===== src/rtl/psum_buffer_pkg.sv =====
// Shared types and constants for the partial-sum scratch buffer.
package psum_buffer_pkg;

  // Number of PE-array columns served by the buffer.
  localparam int NUM_COLS = 7;

  // Width of one partial sum carried across the PE-array interface.
  localparam int PKG_PSUM_W = 16;

  // Operating modes requested by the controller.
  typedef enum logic [1:0] {
    MODE1 = 2'd0,
    MODE2 = 2'd1,
    MODE3 = 2'd2,
    MODE4 = 2'd3
  } OP_MODE;

  // One partial sum plus its valid qualifier.
  typedef struct packed {
    logic                  valid;
    logic [PKG_PSUM_W-1:0] data;
  } PSUM_PACKET;

  // Buffer-level operating state.
  typedef enum logic [1:0] {
    S_IDLE    = 2'd0,
    S_CAPTURE = 2'd1,
    S_REPLAY  = 2'd2
  } buf_state_e;

endpackage : psum_buffer_pkg


===== src/rtl/psum_col_buf.sv =====
// Single-column psum store: captures bottom-row psums in capture mode and
// replays them first-word-fall-through, non-destructively, in replay mode.
module psum_col_buf
  import psum_buffer_pkg::*;
#(
  parameter int DEPTH  = 16,
  parameter int PSUM_W = PKG_PSUM_W,
  parameter int CNT_W  = $clog2(DEPTH) + 1
) (
  input  logic             clk,
  input  logic             rst,
  input  logic             capture_en_i,   // buffer is in capture state
  input  logic             replay_en_i,    // buffer is in replay state
  input  logic             change_mode_i,  // mode-change cycle: handshakes blocked
  input  logic             clear_i,        // drop all contents
  input  logic             rewind_i,       // restart replay from the first word
  input  PSUM_PACKET       psum_i,
  output logic             ack_o,
  output PSUM_PACKET       psum_o,
  input  logic             ack_i,
  output logic [CNT_W-1:0] count_o,
  output logic             done_o,         // everything stored has been replayed
  output logic             err_o           // protocol violation seen this cycle
);

  localparam int AW = $clog2(DEPTH);

  logic [PSUM_W-1:0] mem_q [DEPTH];
  logic [AW-1:0]     wr_q, wr_d;
  // Read pointer is one bit wider than the address so it can equal a full count.
  logic [CNT_W-1:0]  rd_q, rd_d;
  logic [CNT_W-1:0]  count_q, count_d;

  logic              ack_s;
  logic              valid_s;

  // Handshakes, replay data and the per-cycle error term.
  always_comb begin
    ack_s   = capture_en_i & psum_i.valid & (count_q < CNT_W'(DEPTH)) & ~change_mode_i;
    valid_s = replay_en_i & (rd_q < count_q) & ~change_mode_i;
    ack_o   = ack_s;
    psum_o.valid = valid_s;
    if (valid_s) begin
      psum_o.data = mem_q[rd_q[AW-1:0]];
    end else begin
      psum_o.data = '0;
    end
    count_o = count_q;
    done_o  = (rd_q == count_q);
    err_o   = (ack_i & ~valid_s) | (replay_en_i & psum_i.valid);
  end

  // Next-state for write pointer, read pointer and occupancy.
  always_comb begin
    wr_d    = wr_q;
    rd_d    = rd_q;
    count_d = count_q;
    if (clear_i) begin
      wr_d    = '0;
      rd_d    = '0;
      count_d = '0;
    end else begin
      if (ack_s) begin
        wr_d    = wr_q + AW'(1);
        count_d = count_q + CNT_W'(1);
      end else begin
        wr_d    = wr_q;
        count_d = count_q;
      end
      if (rewind_i) begin
        rd_d = '0;
      end else if (valid_s & ack_i) begin
        rd_d = rd_q + CNT_W'(1);
      end else begin
        rd_d = rd_q;
      end
    end
  end

  // Pointer and count registers with synchronous reset.
  always_ff @(posedge clk) begin
    if (rst) begin
      wr_q    <= '0;
      rd_q    <= '0;
      count_q <= '0;
    end else begin
      wr_q    <= wr_d;
      rd_q    <= rd_d;
      count_q <= count_d;
    end
  end

  // Storage array; contents are only meaningful below the count, so no reset.
  always_ff @(posedge clk) begin
    if (ack_s) begin
      mem_q[wr_q] <= psum_i.data;
    end
  end

endmodule : psum_col_buf


===== src/rtl/psum_buffer.sv =====
// Partial-sum scratch buffer between the PE array and the controller:
// mode FSM, per-column stores, replay-complete flag and sticky error.
module psum_buffer
  import psum_buffer_pkg::*;
#(
  parameter int DEPTH  = 16,
  parameter int PSUM_W = PKG_PSUM_W,
  parameter int CNT_W  = $clog2(DEPTH) + 1
) (
  input  logic                             clk,
  input  logic                             rst,
  input  OP_MODE                           mode,
  input  logic                             change_mode,
  input  logic                             conv_continue,
  input  PSUM_PACKET [NUM_COLS-1:0]        psum_in,
  output logic       [NUM_COLS-1:0]        psum_ack_out,
  output PSUM_PACKET [NUM_COLS-1:0]        psum_out,
  input  logic       [NUM_COLS-1:0]        psum_ack_in,
  output logic       [NUM_COLS-1:0][CNT_W-1:0] col_count,
  output logic                             replay_done,
  output logic                             error
);

  buf_state_e state_q, state_d;
  OP_MODE     cur_mode_q, cur_mode_d;
  logic       replay_done_q, replay_done_d;
  logic       error_q, error_d;

  logic                clear_s;
  logic                rewind_s;
  logic                capture_en_s;
  logic                replay_en_s;
  logic [NUM_COLS-1:0] col_done_s;
  logic [NUM_COLS-1:0] col_err_s;

  // Mode FSM next state plus the column-wide clear/rewind strobes.
  always_comb begin
    state_d    = state_q;
    cur_mode_d = cur_mode_q;
    clear_s    = 1'b0;
    rewind_s   = conv_continue;
    if (change_mode) begin
      cur_mode_d = mode;
      case (mode)
        MODE1: begin
          state_d = S_CAPTURE;
          clear_s = 1'b1;
        end
        MODE2: begin
          state_d  = S_REPLAY;
          rewind_s = 1'b1;
        end
        default: begin
          state_d = S_IDLE;
        end
      endcase
    end else begin
      state_d    = state_q;
      cur_mode_d = cur_mode_q;
    end
  end

  // Column enables; the latched mode always agrees with the state it selected.
  always_comb begin
    capture_en_s = (state_q == S_CAPTURE) & (cur_mode_q == MODE1);
    replay_en_s  = (state_q == S_REPLAY)  & (cur_mode_q == MODE2);
  end

  // Replay-complete reduction and sticky error accumulation.
  always_comb begin
    replay_done_d = (state_q == S_REPLAY) & (&col_done_s);
    error_d       = error_q | (|col_err_s);
  end

  // State, latched mode and status registers with synchronous reset.
  always_ff @(posedge clk) begin
    if (rst) begin
      state_q       <= S_IDLE;
      cur_mode_q    <= MODE3;
      replay_done_q <= 1'b0;
      error_q       <= 1'b0;
    end else begin
      state_q       <= state_d;
      cur_mode_q    <= cur_mode_d;
      replay_done_q <= replay_done_d;
      error_q       <= error_d;
    end
  end

  assign replay_done = replay_done_q;
  assign error       = error_q;

  for (genvar j = 0; j < NUM_COLS; j++) begin : g_col
    psum_col_buf #(
      .DEPTH  (DEPTH),
      .PSUM_W (PSUM_W),
      .CNT_W  (CNT_W)
    ) u_col (
      .clk           (clk),
      .rst           (rst),
      .capture_en_i  (capture_en_s),
      .replay_en_i   (replay_en_s),
      .change_mode_i (change_mode),
      .clear_i       (clear_s),
      .rewind_i      (rewind_s),
      .psum_i        (psum_in[j]),
      .ack_o         (psum_ack_out[j]),
      .psum_o        (psum_out[j]),
      .ack_i         (psum_ack_in[j]),
      .count_o       (col_count[j]),
      .done_o        (col_done_s[j]),
      .err_o         (col_err_s[j])
    );
  end

endmodule : psum_buffer


===== config.mk =====
export PLATFORM = sky130hd
export DESIGN_NAME = psum_buffer
export DESIGN_NICKNAME = d
export VERILOG_FILES = /design/src/rtl/psum_buffer_pkg.sv /design/src/rtl/psum_col_buf.sv /design/src/rtl/psum_buffer.sv
export SDC_FILE = /design/constraint.sdc
export NUM_CORES = 2
export LEC_CHECK = 0
export ABC_CLOCK_PERIOD_IN_PS = 7500
export BUFFER_PORTS_ARGS = -buffer_cell sky130_fd_sc_hd__buf_4
export CORE_AREA = 2 2 373 375
export CTS_CLUSTER_SIZE = 8
export DETAILED_ROUTE_END_ITERATION = 8
export DIE_AREA = 0 0 375 377
export GPL_TIMING_DRIVEN = 0
export PLACE_DENSITY = 0.79
export SYNTH_ARGS = -nofsm -noshare
export SYNTH_HDL_FRONTEND = slang
export SYNTH_SLANG_ARGS = --single-unit

===== constraint.sdc =====
create_clock -name clk -period 7.5 [get_ports clk]
set_input_delay 1.5 -clock clk [delete_from_list [all_inputs] [get_ports clk]]
set_output_delay 1.5 -clock clk [all_outputs]
set_load 0.005 [all_outputs]

* After elaboration in Yosys (flattened, before gate mapping)
Memories as Yosys holds them, arrays and structs flattened. A register that Yosys moved wholly into a read port is not among the register bits.
Index checks and enable logic that the tools add are counted.
** Word-level totals
- Flip-flop bits (word level) :: 104
- Bits in writable memories :: 1792
- Input port bits :: 132
- Output and inout bits :: 163
- Logic and storage cells :: 199
- Memories :: 7
** Cells by class
- Add/subtract/negate cells :: 21
- Magnitude comparators :: 14
- Equal/unequal tests :: 11
- Multiplexer cells :: 40
- Bitwise logic cells :: 75
- Reduce and logical (&&, ||, !) cells :: 6
** Memory list
- g_col[0].u_col.mem_q :: depth 16, width 16, read ports 1, clocked after Yosys merged registers in 1, write ports 1, RTL line psum_col_buf.sv:28 : logic [PSUM_W-1:0] mem_q [DEPTH];
- g_col[1].u_col.mem_q :: depth 16, width 16, read ports 1, clocked after Yosys merged registers in 1, write ports 1, RTL line psum_col_buf.sv:28
- g_col[2].u_col.mem_q :: depth 16, width 16, read ports 1, clocked after Yosys merged registers in 1, write ports 1, RTL line psum_col_buf.sv:28
- g_col[3].u_col.mem_q :: depth 16, width 16, read ports 1, clocked after Yosys merged registers in 1, write ports 1, RTL line psum_col_buf.sv:28
- g_col[4].u_col.mem_q :: depth 16, width 16, read ports 1, clocked after Yosys merged registers in 1, write ports 1, RTL line psum_col_buf.sv:28
- g_col[5].u_col.mem_q :: depth 16, width 16, read ports 1, clocked after Yosys merged registers in 1, write ports 1, RTL line psum_col_buf.sv:28
- 1 more memories
** Operators with widths (number)
- 16-bit two-way mux :: 7
- 5-bit by 1-bit adder with 5-bit output (second input constant) :: 14
- 1-bit bitwise AND :: 59
- 4-bit two-way mux :: 14
- 5-bit equality test :: 7
- 5-bit < comparator :: 7
- 5-bit < comparator (second input constant) :: 7
- 4-bit by 1-bit adder with 4-bit output (second input constant) :: 7
- 1-bit two-way mux :: 18
- 1-bit inverter :: 8
- 1-bit OR :: 8
- 7-bit AND reduction :: 1
- 7-bit OR reduction :: 1
- 2-bit by 1-bit equality test with 1-bit output (second input constant) :: 3
- 2-bit zero test :: 2
- 2-bit case mux with 2 select lines :: 1
- 3-bit OR reduction :: 1
- 2-bit equality test (second input constant) :: 1
- 2-bit OR reduction :: 1

* Longest topological paths before layout
- Depth in word-level cells :: 9
- Depth in mapped cells :: 8
- Mapped depth without buffers :: 7

* Hierarchy
From an unflattened synthesis, not the netlist that was laid out.
** Second synthesis, totals
- Cell total of the unflattened synthesis :: 3615
- Area, all modules :: 76445.8 um^2
** Modules (own cells, without submodules)
- psum_col_buf (g_col[1].u_col ...) :: instances 5, cells an instance 512, area an instance 10876.7 um^2, seq. area each 8047.7 um^2
- psum_col_buf (g_col[6].u_col) :: instances 1, cells an instance 517, area an instance 10940.5 um^2, seq. area each 8047.7 um^2
- psum_col_buf (g_col[0].u_col) :: instances 1, cells an instance 512, area an instance 10849.2 um^2, seq. area each 8047.7 um^2
- psum_buffer :: instances 1, cells an instance 26, area an instance 272.8 um^2, seq. area each 120.1 um^2

* Worst setup path before layout
Ideal clock, no wire load.
- Path kind :: input to register
- Start :: input change_mode
- End :: memory g_col[0].u_col.mem_q[4][0] (netlist name), enable pin
- Library setup time :: 0.409 ns
- Arrival :: 3.963 ns
- Required time :: 7.091 ns
- Slack :: 3.128 ns
- Stages on the path :: 6
- Path buffers :: 2
- Cells stage by stage :: or4b_1 > buf_6 > nor4b_4 > buf_6 > nand2_1 > nor3_1
** On the way
- Longest elaborated chain between the ends :: 4
** RTL lines
- start: declaration :: RTL line psum_buffer.sv:13 : input logic change_mode,
- 1-bit inverter :: RTL line psum_col_buf.sv:39 : ack_s = capture_en_i & psum_i.valid & (count_q < CNT_W'(DEPTH)) & ~change_mode_i;
- 1-bit bitwise AND :: RTL line psum_col_buf.sv:39
- via g_col[0].u_col.ack_o :: RTL line psum_col_buf.sv:18 : output logic ack_o,
- 1-bit two-way mux :: RTL line psum_col_buf.sv:95 : if (ack_s) begin
- 1-bit two-way mux (not written as such) :: RTL line psum_col_buf.sv:96 : mem_q[wr_q] <= psum_i.data;
- end: declaration :: RTL line psum_col_buf.sv:28
The timed path passes the listed nets, and every way through them passes these cells.

==> metrics.json <==
{
  "timing.setup.tns_ps": 0,
  "critPathRequiredTime_ps": 6000,
  "totalWireLength_microns": 190000,
  "layout.cells.most_common_list": "sky130_fd_sc_hd__edfxtp_1 (1,792), sky130_fd_sc_hd__mux4_2 (560), sky130_fd_sc_hd__buf_4 (311)",
  "worstHoldPathType": "reg2reg",
  "number_of_optimization_iterations_in_the_first_detailed_route_pass": 6,
  "ys_seq_area_share_pct": 75.3,
  "io_buffers": 293,
  "grt_first_pass_wirelength_microns": 274000,
  "first_global_vias": 39900,
  "final_nets": 4327,
  "setup.worst_path.start_class": "flip-flop",
  "chipWidth_microns": 375,
  "floorplan.initialDensity_pct": 54.8,
  "design.core.area_sq_um": 137000,
  "global_route.overflow_total": 0,
  "cts.clk_slew.worst_paths_ps": 50,
  "pin_count": 295,
  "worst_ir_drop_vdd_mv": 0.298,
  "clock_sinks": 1924,
  "half_perimeter_wire_length_after_placement_microns": 116000,
  "grt_util_all_layers_pct": 27.1,
  "total_switching_power_uw": 4520,
  "multi_input_area_sq_um": 17700,
  "synth_cell_type_count": 48,
  "path_class": "reg2out",
  "number_of_rows_created_at_floorplan": 136,
  "worst_flop_to_flop_path_startpoint": "state_q[1]",
  "syn_area_sq_um": 75000,
  "power_share_of_the_combinational_group_pct": 1.0,
  "filler_cell_count": 8528,
  "post_route_cells_drive_above_1_share_pct": 34.0,
  "detailroute.via_count": 37900,
  "postSynth.asyncResetShare_pct": 0,
  "achievable-frequency_mhz": 181,
  "min_period_over_period_pct": 73.6,
  "synth_flop_cell": "sky130_fd_sc_hd__edfxtp_1",
  "finish.instance_area_sq_um": 88700,
  "postCtsSetupBuffers": 0,
  "drc": 0,
  "ys_ff_latch": 1924,
  "worst-path-max-fanout": 10,
  "routed_wire_length_per_instance_microns": 31.6,
  "syn-instance-count": 3445,
  "cts_made_buffers": 291,
  "pd_cells_nw_per_um2": 263,
  "clock-root-buffer": "sky130_fd_sc_hd__clkbuf_16",
  "finalHoldWorstSlack_ps": 492,
  "finalSetupViolCount": 0,
  "timing.critical_path.from": "g_col[3].u_col.count_o[1]",
  "worstSkewPairLatency_ps": 910,
  "grt_setup_unrepaired": "false",
  "synth_enable_flop_cells": 1792,
  "final_common_cell": "sky130_fd_sc_hd__edfxtp_1",
  "drt.antenna.violating_nets": 0,
  "layout.area.seq_sq_um": 56500,
  "clock_tree_from_tritoncts": "done",
  "synth_area_per_cell_sq_um": 21.8,
  "worst_hold_launch": "g_col[5].u_col.rd_q[4]",
  "cts_resized": 0,
  "via_per_inst": 6.32,
  "post_dp_cell_area_sq_um": 80900,
  "internal_uw": 18800,
  "global_placement_routability_congestion": 0.797,
  "grt_start_max_net_pins": 17,
  "share_seq_of_total_power_pct": 50.3,
  "ctsLongestPathBuffers": 4,
  "worstMarginPinSlew_ps": 1200,
  "outcome": "complete, no violations",
  "max_cap_viol_count": 0,
  "flow.area_growth_from_synthesis_pct": 18.3,
  "critPathCaptureType": "output port",
  "cts_hold_buffers": 0,
  "synth_nets": 3654,
  "die_footprint_sq_um": 141000,
  "post-route-min-period_ps": 5520,
  "drt_iter0_drc": 4079,
  "timing.critical_path.arrival_ps": 4020,
  "warning_count_from_the_yosys_run": 0,
  "hold_viol_final": 0,
  "cts_max_level": 5,
  "fin_worst_skew_ps": 67.9,
  "switching_share_pct": 19.4,
  "timing.final.max_slew_violations": 0,
  "timing.max_slew.rel_slack_pct": 19.8,
  "static-leakage-power_uw": 0.0283,
  "grt_antenna_before_repair": 20,
  "power_frac_clock_pct": 48.7,
  "die_height_microns": 377
}
-- worst paths after layout --
check | slack [ps] | to | cells past startpoint
worst max-delay path | 1980 | psum_out[62] | 8
worst min register to register | 490 | g_col[5].u_col.rd_q[4] | 2
worst max register to register | 3910 | g_col[3].u_col.mem_q[2][3] | 7
worst min-delay path | 490 | g_col[5].u_col.rd_q[4] | 2
-- routing by layer --
layer / global-route usage [%] / part of all wire (%) / vias up
met5: 0 / 0.060 / -
met4: 9.20 / 2.8 / 18
met3: 7.41 / 10 / 355
met2: 44.4 / 50 / 2114
met1: 35.4 / 37 / 20000
li1: - / - / 15500
-- kinds of logic after synthesis --
kind of cell             share of synthesized area (%)
flip-flops                                        75.3
buffers and inverters                             1.56
multiplexers                                      17.1
AND/OR/NAND/NOR                                   3.57
AO/OA/AOI/OAI                                    0.637
adder cells (fa/ha/maj)                           1.28
XOR/XNOR                                         0.572
-- power groups by stage --
stage,clock network (uW),registers [uW],logic (uW)
2_1_floorplan,0,12000,24.7
3_3_place_gp,0,11900,206
6_report,11400,11700,228
5_1_grt,11900,11700,248
3_5_place_dp,0,11900,223
4_1_cts,11500,11700,225
-- sequential cells by signal (all words and copies together), names as in the netlist, named ones only --
signal               count
g_col.u_col.count_o     35
g_col.u_col.rd_q        35
g_col.u_col.wr_q        28
g_col.u_col.mem_q     1792
cur_mode_q               2
error                    1
state_q                  2
replay_done              1
-- per-stage QoR --
stage / power, uW / worst slack [ps] / cells / util (%)
final: 23300 / 1980 / 5999 / 64.8
after global routing: 23900 / 1740 / 5992 / 64.8
after CTS: 23500 / 1870 / 5984 / 64.7
after detailed placement: 12200 / 2080 / 5619 / 59.1
after global placement: 12200 / 1160 / 5532 / 58.0
after floorplan: 12000 / 3130 / 3445 / -
-- area by class of cell --
type / instances / share of cell area (%)
clock inverter: 10 / 0.140
timing repair buffer: 380 / 3.85
antenna: 15 / 0.0423
inverter: 80 / 0.338
buffer: 181 / 0.982
sequential: 1924 / 63.6
clock buffer: 355 / 8.57
multi-input combinational: 1260 / 19.9
tap: 1794 / 2.53
-- synthesized netlist by cell type (7+ instances only) --
library cell,count,area [sq um]
sky130_fd_sc_hd__edfxtp_1,1792,53800
sky130_fd_sc_hd__buf_1,14,52.6
sky130_fd_sc_hd__nand2b_1,12,75.1
sky130_fd_sc_hd__xnor2_1,35,307
sky130_fd_sc_hd__o21ai_0,10,50.1
sky130_fd_sc_hd__nor2_1,136,510
sky130_fd_sc_hd__nor3_1,33,165
sky130_fd_sc_hd__or3_1,11,68.8
sky130_fd_sc_hd__nand4_1,31,194
sky130_fd_sc_hd__nor4b_4,7,166
sky130_fd_sc_hd__a21oi_1,26,130
sky130_fd_sc_hd__dfxtp_1,132,2640
sky130_fd_sc_hd__and2_1,50,313
sky130_fd_sc_hd__nor2b_1,105,657
sky130_fd_sc_hd__nand3_1,19,95.1
sky130_fd_sc_hd__mux4_2,560,12600
sky130_fd_sc_hd__buf_6,8,90.1
sky130_fd_sc_hd__xor2_1,14,123
sky130_fd_sc_hd__nand2_1,43,161
sky130_fd_sc_hd__mux2i_1,23,230
sky130_fd_sc_hd__o21bai_1,7,52.6
sky130_fd_sc_hd__ha_1,77,963
sky130_fd_sc_hd__buf_2,57,285
sky130_fd_sc_hd__inv_1,80,300
sky130_fd_sc_hd__buf_4,15,113
sky130_fd_sc_hd__a21o_1,7,52.6
sky130_fd_sc_hd__clkbuf_1,84,315
-- critical path: stages (launching register included) --
cell and delay [ps]:
sky130_fd_sc_hd__dfxtp_1 420, sky130_fd_sc_hd__inv_1 80, sky130_fd_sc_hd__ha_1 340, sky130_fd_sc_hd__nor2b_1 150, sky130_fd_sc_hd__o31ai_1 420, sky130_fd_sc_hd__nand3_1 670
sky130_fd_sc_hd__clkbuf_1 520, sky130_fd_sc_hd__nor2b_1 340, sky130_fd_sc_hd__buf_4 180
(Power assumes the default switching activity.)
